--- src/rtl/ndt_link_rx.sv ---
// ndt_link_rx
// Reassembles a data_size+tag_size NDT word from a narrow serial link.
// Beats arrive MSB-first (data first, tag last) with a start-of-frame
// marker; each completed word is held on a valid/ready output until the
// pipeline consumes it. Framing violations are flagged and counted.
//
// Ports:
//   clk           - single clock, all logic on posedge
//   reset         - asynchronous, active-low
//   link_valid    - beat present on link_data
//   link_sof      - beat is the first beat of a frame
//   link_data     - beat payload, lane_width bits
//   link_ready    - receiver accepts a beat this cycle
//   ndt_valid     - ndt_out holds a complete frame
//   ndt_ready     - downstream consumes ndt_out this cycle
//   ndt_out       - assembled word, data in MSBs, tag in low tag_size bits
//   framing_error - one-cycle pulse per framing violation
//   frame_count   - completed frames, wraps
//   error_count   - framing errors, saturates at 0xFF
module ndt_link_rx #(
    parameter int data_size  = 32,
    parameter int tag_size   = 8,
    parameter int lane_width = 8
) (
    input  logic                            clk,
    input  logic                            reset,
    input  logic                            link_valid,
    input  logic                            link_sof,
    input  logic [lane_width-1:0]           link_data,
    output logic                            link_ready,
    output logic                            ndt_valid,
    input  logic                            ndt_ready,
    output logic [data_size+tag_size-1:0]   ndt_out,
    output logic                            framing_error,
    output logic [15:0]                     frame_count,
    output logic [7:0]                      error_count
);

    localparam int W  = data_size + tag_size;
    localparam int N  = W / lane_width;
    localparam int CW = (N > 1) ? $clog2(N) : 1;
    localparam logic [CW-1:0] LAST = CW'(N - 1);

    typedef enum logic [1:0] {IDLE, COLLECT, HOLD} state_t;

    state_t          state_q, state_d;
    logic [CW-1:0]   cnt_q, cnt_d;
    logic [W-1:0]    shreg_q, shreg_d, merged;
    logic [CW-1:0]   pos;
    logic            accept, complete, err, store, start;

    // While a word is waiting, a new beat can only enter on the same edge
    // that hands the word downstream, so ready passes straight through.
    assign link_ready = (state_q == HOLD) ? ndt_ready : 1'b1;
    assign accept     = link_valid & link_ready;

    // Next-state logic. Every path that begins a new frame raises 'start';
    // the shared beat-0 handling below then decides between collecting more
    // beats or completing at once (single-beat frames).
    always_comb begin
        state_d  = state_q;
        cnt_d    = cnt_q;
        shreg_d  = shreg_q;
        pos      = cnt_q;
        complete = 1'b0;
        err      = 1'b0;
        store    = 1'b0;
        start    = 1'b0;
        merged   = shreg_q;

        case (state_q)
            IDLE: begin
                if (accept) begin
                    if (link_sof) start = 1'b1;
                    else          err   = 1'b1;
                end
            end
            COLLECT: begin
                if (accept) begin
                    if (link_sof) begin
                        err   = 1'b1;
                        start = 1'b1;
                    end else begin
                        store = 1'b1;
                        if (cnt_q == LAST) complete = 1'b1;
                        else               cnt_d    = cnt_q + CW'(1);
                    end
                end
            end
            HOLD: begin
                if (ndt_ready) begin
                    state_d = IDLE;
                    if (link_valid) begin
                        if (link_sof) start = 1'b1;
                        else          err   = 1'b1;
                    end
                end
            end
            default: state_d = IDLE;
        endcase

        if (start) begin
            pos   = '0;
            store = 1'b1;
            if (N == 1) begin
                complete = 1'b1;
            end else begin
                cnt_d   = CW'(1);
                state_d = COLLECT;
            end
        end

        // Beat 0 starts from a clean register so a discarded partial frame
        // can never leak bytes into the next word.
        if (start) merged = '0;
        for (int k = 0; k < N; k++) begin
            if (store && (CW'(k) == pos))
                merged[W-1-k*lane_width -: lane_width] = link_data;
        end

        if (store) shreg_d = complete ? '0 : merged;

        if (complete) begin
            state_d = HOLD;
            cnt_d   = '0;
        end
    end

    // State, assembly register, output word and statistics.
    always_ff @(posedge clk or negedge reset) begin
        if (!reset) begin
            state_q       <= IDLE;
            cnt_q         <= '0;
            shreg_q       <= '0;
            ndt_out       <= '0;
            ndt_valid     <= 1'b0;
            framing_error <= 1'b0;
            frame_count   <= '0;
            error_count   <= '0;
        end else begin
            state_q       <= state_d;
            cnt_q         <= cnt_d;
            shreg_q       <= shreg_d;
            framing_error <= err;
            if (complete) begin
                ndt_out     <= merged;
                ndt_valid   <= 1'b1;
                frame_count <= frame_count + 16'd1;
            end else if (ndt_ready) begin
                ndt_valid <= 1'b0;
            end
            if (err && (error_count != 8'hFF))
                error_count <= error_count + 8'd1;
        end
    end

endmodule

--- config.mk ---
export PLATFORM = sky130hd
export DESIGN_NAME = ndt_link_rx
export DESIGN_NICKNAME = d
export VERILOG_FILES = /design/src/rtl/ndt_link_rx.sv
export SDC_FILE = /design/constraint.sdc
export NUM_CORES = 1
export LEC_CHECK = 0
export CELL_PAD_IN_SITES_DETAIL_PLACEMENT = 0
export CELL_PAD_IN_SITES_GLOBAL_PLACEMENT = 1
export CORE_MARGIN = 3
export CORE_UTILIZATION = 37
export CTS_CLUSTER_DIAMETER = 200
export DETAILED_ROUTE_END_ITERATION = 8
export PLACE_DENSITY = 0.75
export SYNTH_ARGS = -nofsm -noshare
export SYNTH_HDL_FRONTEND = slang
export SYNTH_SLANG_ARGS = --single-unit
export TNS_END_PERCENT = 100
--- constraint.sdc ---
create_clock -name clk -period 1.91 [get_ports clk]
set_input_delay 0.2865 -clock clk [delete_from_list [all_inputs] [get_ports clk]]
set_output_delay 0.2865 -clock clk [all_outputs]
set_load 0.01 [all_outputs]
==> metrics.cfg <==
[outcome]
status=completed

[power]
power.total_uw=5770
p_per_area_nw_per_um2=930
switching_share=0.276
internal-power_uw=4180
p_leak_uw=0.00296
peakVddDrop_mv=0.370
p_comb_frac=0.191
p_switching_uw=1600
sequentialPowerShare=0.493
p_clk_frac=0.316

[placed_design]
dp_slack_ps=-144
dp.cells=711
dp_hpwl_mm=8.08
gp_congestion=0.765
port_buffers=79

[critical_path]
start_kind=flop
endpoint=link_ready
worst_setup_path_startpoint=state_q[1]$_DFFE_PN0P_
critPathMaxFanout=5
r2r-end=error_count[7]$_DFFE_PN0P_
cp-end-kind=primary output
reg2reg_slack_ps=180
crit_required_ps=1620
worstSetupPathType=flop to primary output
arrival_ps=1490
ff2ff_path_depth=6
r2r-start=state_q[1]$_DFFE_PN0P_

[finish]
final_common_cell=nand2_1
instances_no_fill=728
regArea_sq_um=2780
final_nets=572
syn_to_final_growth_pct=34.8
drive_gt1_frac=0.138
final_cell_mix=147 x nand2_1, 111 x dfrtp_1, 77 x clkdlybuf4s50_1, 40 x buf_4, 27 x a22o_1
multiInputGateArea_sq_um=1700
fillers=1135
antenna_cells=0

[global_routing]
gr-total-overflow=0
antenna_found_initial=0
grt_pass1_wl_mm=18.5
grt_use_total=0.167
first_global_vias=3616
grt_max_degree=41

[drt]
avgViaCountPerCell=4.89
vias=3563
drtIter0Drc=201
ant_nets=0
first_pass_iters=4
drc=0
wl_mm=11.2
wire_per_inst_um=15.3

[die]
fp-row-count=40
io_pins=80
core_area_sq_um=12100
start_util=0.380
dieArea_sq_um=13800
fp.dieW_um=118
die_height_um=118

[sta]
worst_pin_slew_ps=476
drv_slew=0
max_freq_mhz=562
finalSetupViolCount=0
hold_violations=0
rsz0062_at_grt=no
fin_crit_sh=0.932
period_needed_ps=1780
clock_skew_ps=9.72
holdWs_ps=434
fin_ws_ps=129
maxSlewHeadroom=0.683

[synthesis]
syn_nets=456
yosys_register_bits=111
syn-cell-area_sq_um=4600
ys_warn_count=0
synth_cells=439
synth_seq_area_share=0.603
avgSynthCellArea_sq_um=10.5
ys_types=41

[clocking]
cts_num_sinks=111
cts_buffer_depth=2
cts.htree.levels=3
cts_tree=built
clk_latency_ps=350
clockRootBuffer=clkbuf_16
clk_pin_slew_worst_paths_ps=70
cts_made_buffers=9
post_cts_buffers=0

[flow_run]
drv_cap=0

[worst_hold_path]
min_path_type=input port to async pin

-- synthesized netlist by cell type --
library cell	instances	area (sq um)
nand2_1	147	552
nand2b_1	4	25.0
nor4_1	2	12.5
and4_1	1	8.76
a32oi_1	8	70.1
nor3_2	3	30.0
nor2_2	4	25.0
clkbuf_2	1	5.00
nand3_4	1	17.5
and2_1	3	18.8
o21a_1	1	7.51
nand3_2	1	10.0
nor4_4	2	42.5
a32o_1	1	10.0
o21ai_0	4	20.0
buf_2	14	70.1
xnor2_1	13	114
nand4bb_1	1	11.3
nor4_2	1	12.5
mux2_2	1	11.3
inv_1	8	30.0
a211o_1	1	8.76
clkbuf_1	3	11.3
a21o_1	1	7.51
a22o_1	27	236
nor3_1	1	5.00
a21oi_1	14	70.1
a31oi_1	1	6.26
and4bb_1	1	12.5
xor2_1	8	70.1
nand3_1	21	105
a211oi_2	1	12.5
buf_4	1	7.51
and3_1	5	31.3
nand4_1	4	25.0
ha_1	4	50.1
a21boi_0	1	7.51
or2_2	1	6.26
dfrtp_1	111	2780
a2bb2oi_1	1	8.76
nor2_1	11	41.3
-- critical path: stages (launching register included) --
cell and delay (ps):
dfrtp_1 350, buf_4 140, nand2b_1 70, or2_2 290, dlygate4sd2_1 290
-- registers in the layout, indices dropped and copies added, names as in the netlist --
name	cells
cnt_q	3
error_count	8
frame_count	16
framing_error	1
ndt_out	40
ndt_valid	1
shreg_q	40
state_q	2
-- how the worst min path moves through the flow --
| stage | from | to | slack, ps | depth (start not counted) |
|---|---|---|---|---|
| floorplan | reset | cnt_q[0]$_DFFE_PN0P_ | -9 | 0 |
| CTS | reset | ndt_out[36]$_DFFE_PN0P_ | 450 | 2 |
| global route | reset | frame_count[9]$_DFFE_PN0P_ | 480 | 2 |
| detailed placement | reset | frame_count[8]$_DFFE_PN0P_ | 280 | 1 |
| global placement | reset | frame_count[8]$_DFFE_PN0P_ | 270 | 1 |
| finish | reset | frame_count[8]$_DFFE_PN0P_ | 430 | 2 |
-- routing by layer --
metal  routed length (um)  vias up  GRT usage
met5                    0        -          0
met4                  203        0     0.0711
met3                  633       13     0.0284
met2                 5420       86      0.266
met1                 4900     1745      0.226
li1                     -     1719          -
-- power groups by stage --
stage                     registers [uW]  logic [uW]  clock network, uW
after floorplan                     2920         413                  0
after CTS                           2850        1120               1880
final                               2840        1100               1830
after global routing                2880        1210               1970
after global placement              2880        1090                  0
after detailed placement            2890        1120                  0
-- repair_timing --
| item | 4_1_cts | 5_1_grt |
|---|---|---|
| hold buffers | 1 | 0 |
| endpoints found under the hold margin | 32 | 0 |
| endpoints found under the setup margin | 1 | 8 |
| resized for setup | 1 | 1 |
-- area by class of cell --
class	instances	area share
repair buffers	124	0.192
flip-flops and latches	111	0.448
well taps	168	0.0339
inverters	8	0.00484
clock buffers	11	0.0407
clock inverters	5	0.00645
multi-input cells	301	0.275
-- through the flow --
| step | setup TNS [ps] | cell area, sq um | utilization |
|---|---|---|---|
| 3_5_place_dp | -7840 | 5900 | 0.487 |
| 6_report | 0 | 6200 | 0.512 |
| 5_1_grt | 0 | 6200 | 0.512 |
| 2_1_floorplan | 0 | 4610 | - |
| 4_1_cts | 0 | 6200 | 0.512 |
| 3_3_place_gp | -6350 | 5900 | 0.487 |
-- cell families after synthesis --
family          share of synthesized area
simple gates                        0.215
xor+xnor                           0.0399
flops                               0.603
compound gates                      0.101
fa+ha+maj                          0.0109
mux                               0.00245
buf+inv                            0.0269
No activity file was read; power rests on OpenSTA's default activity.
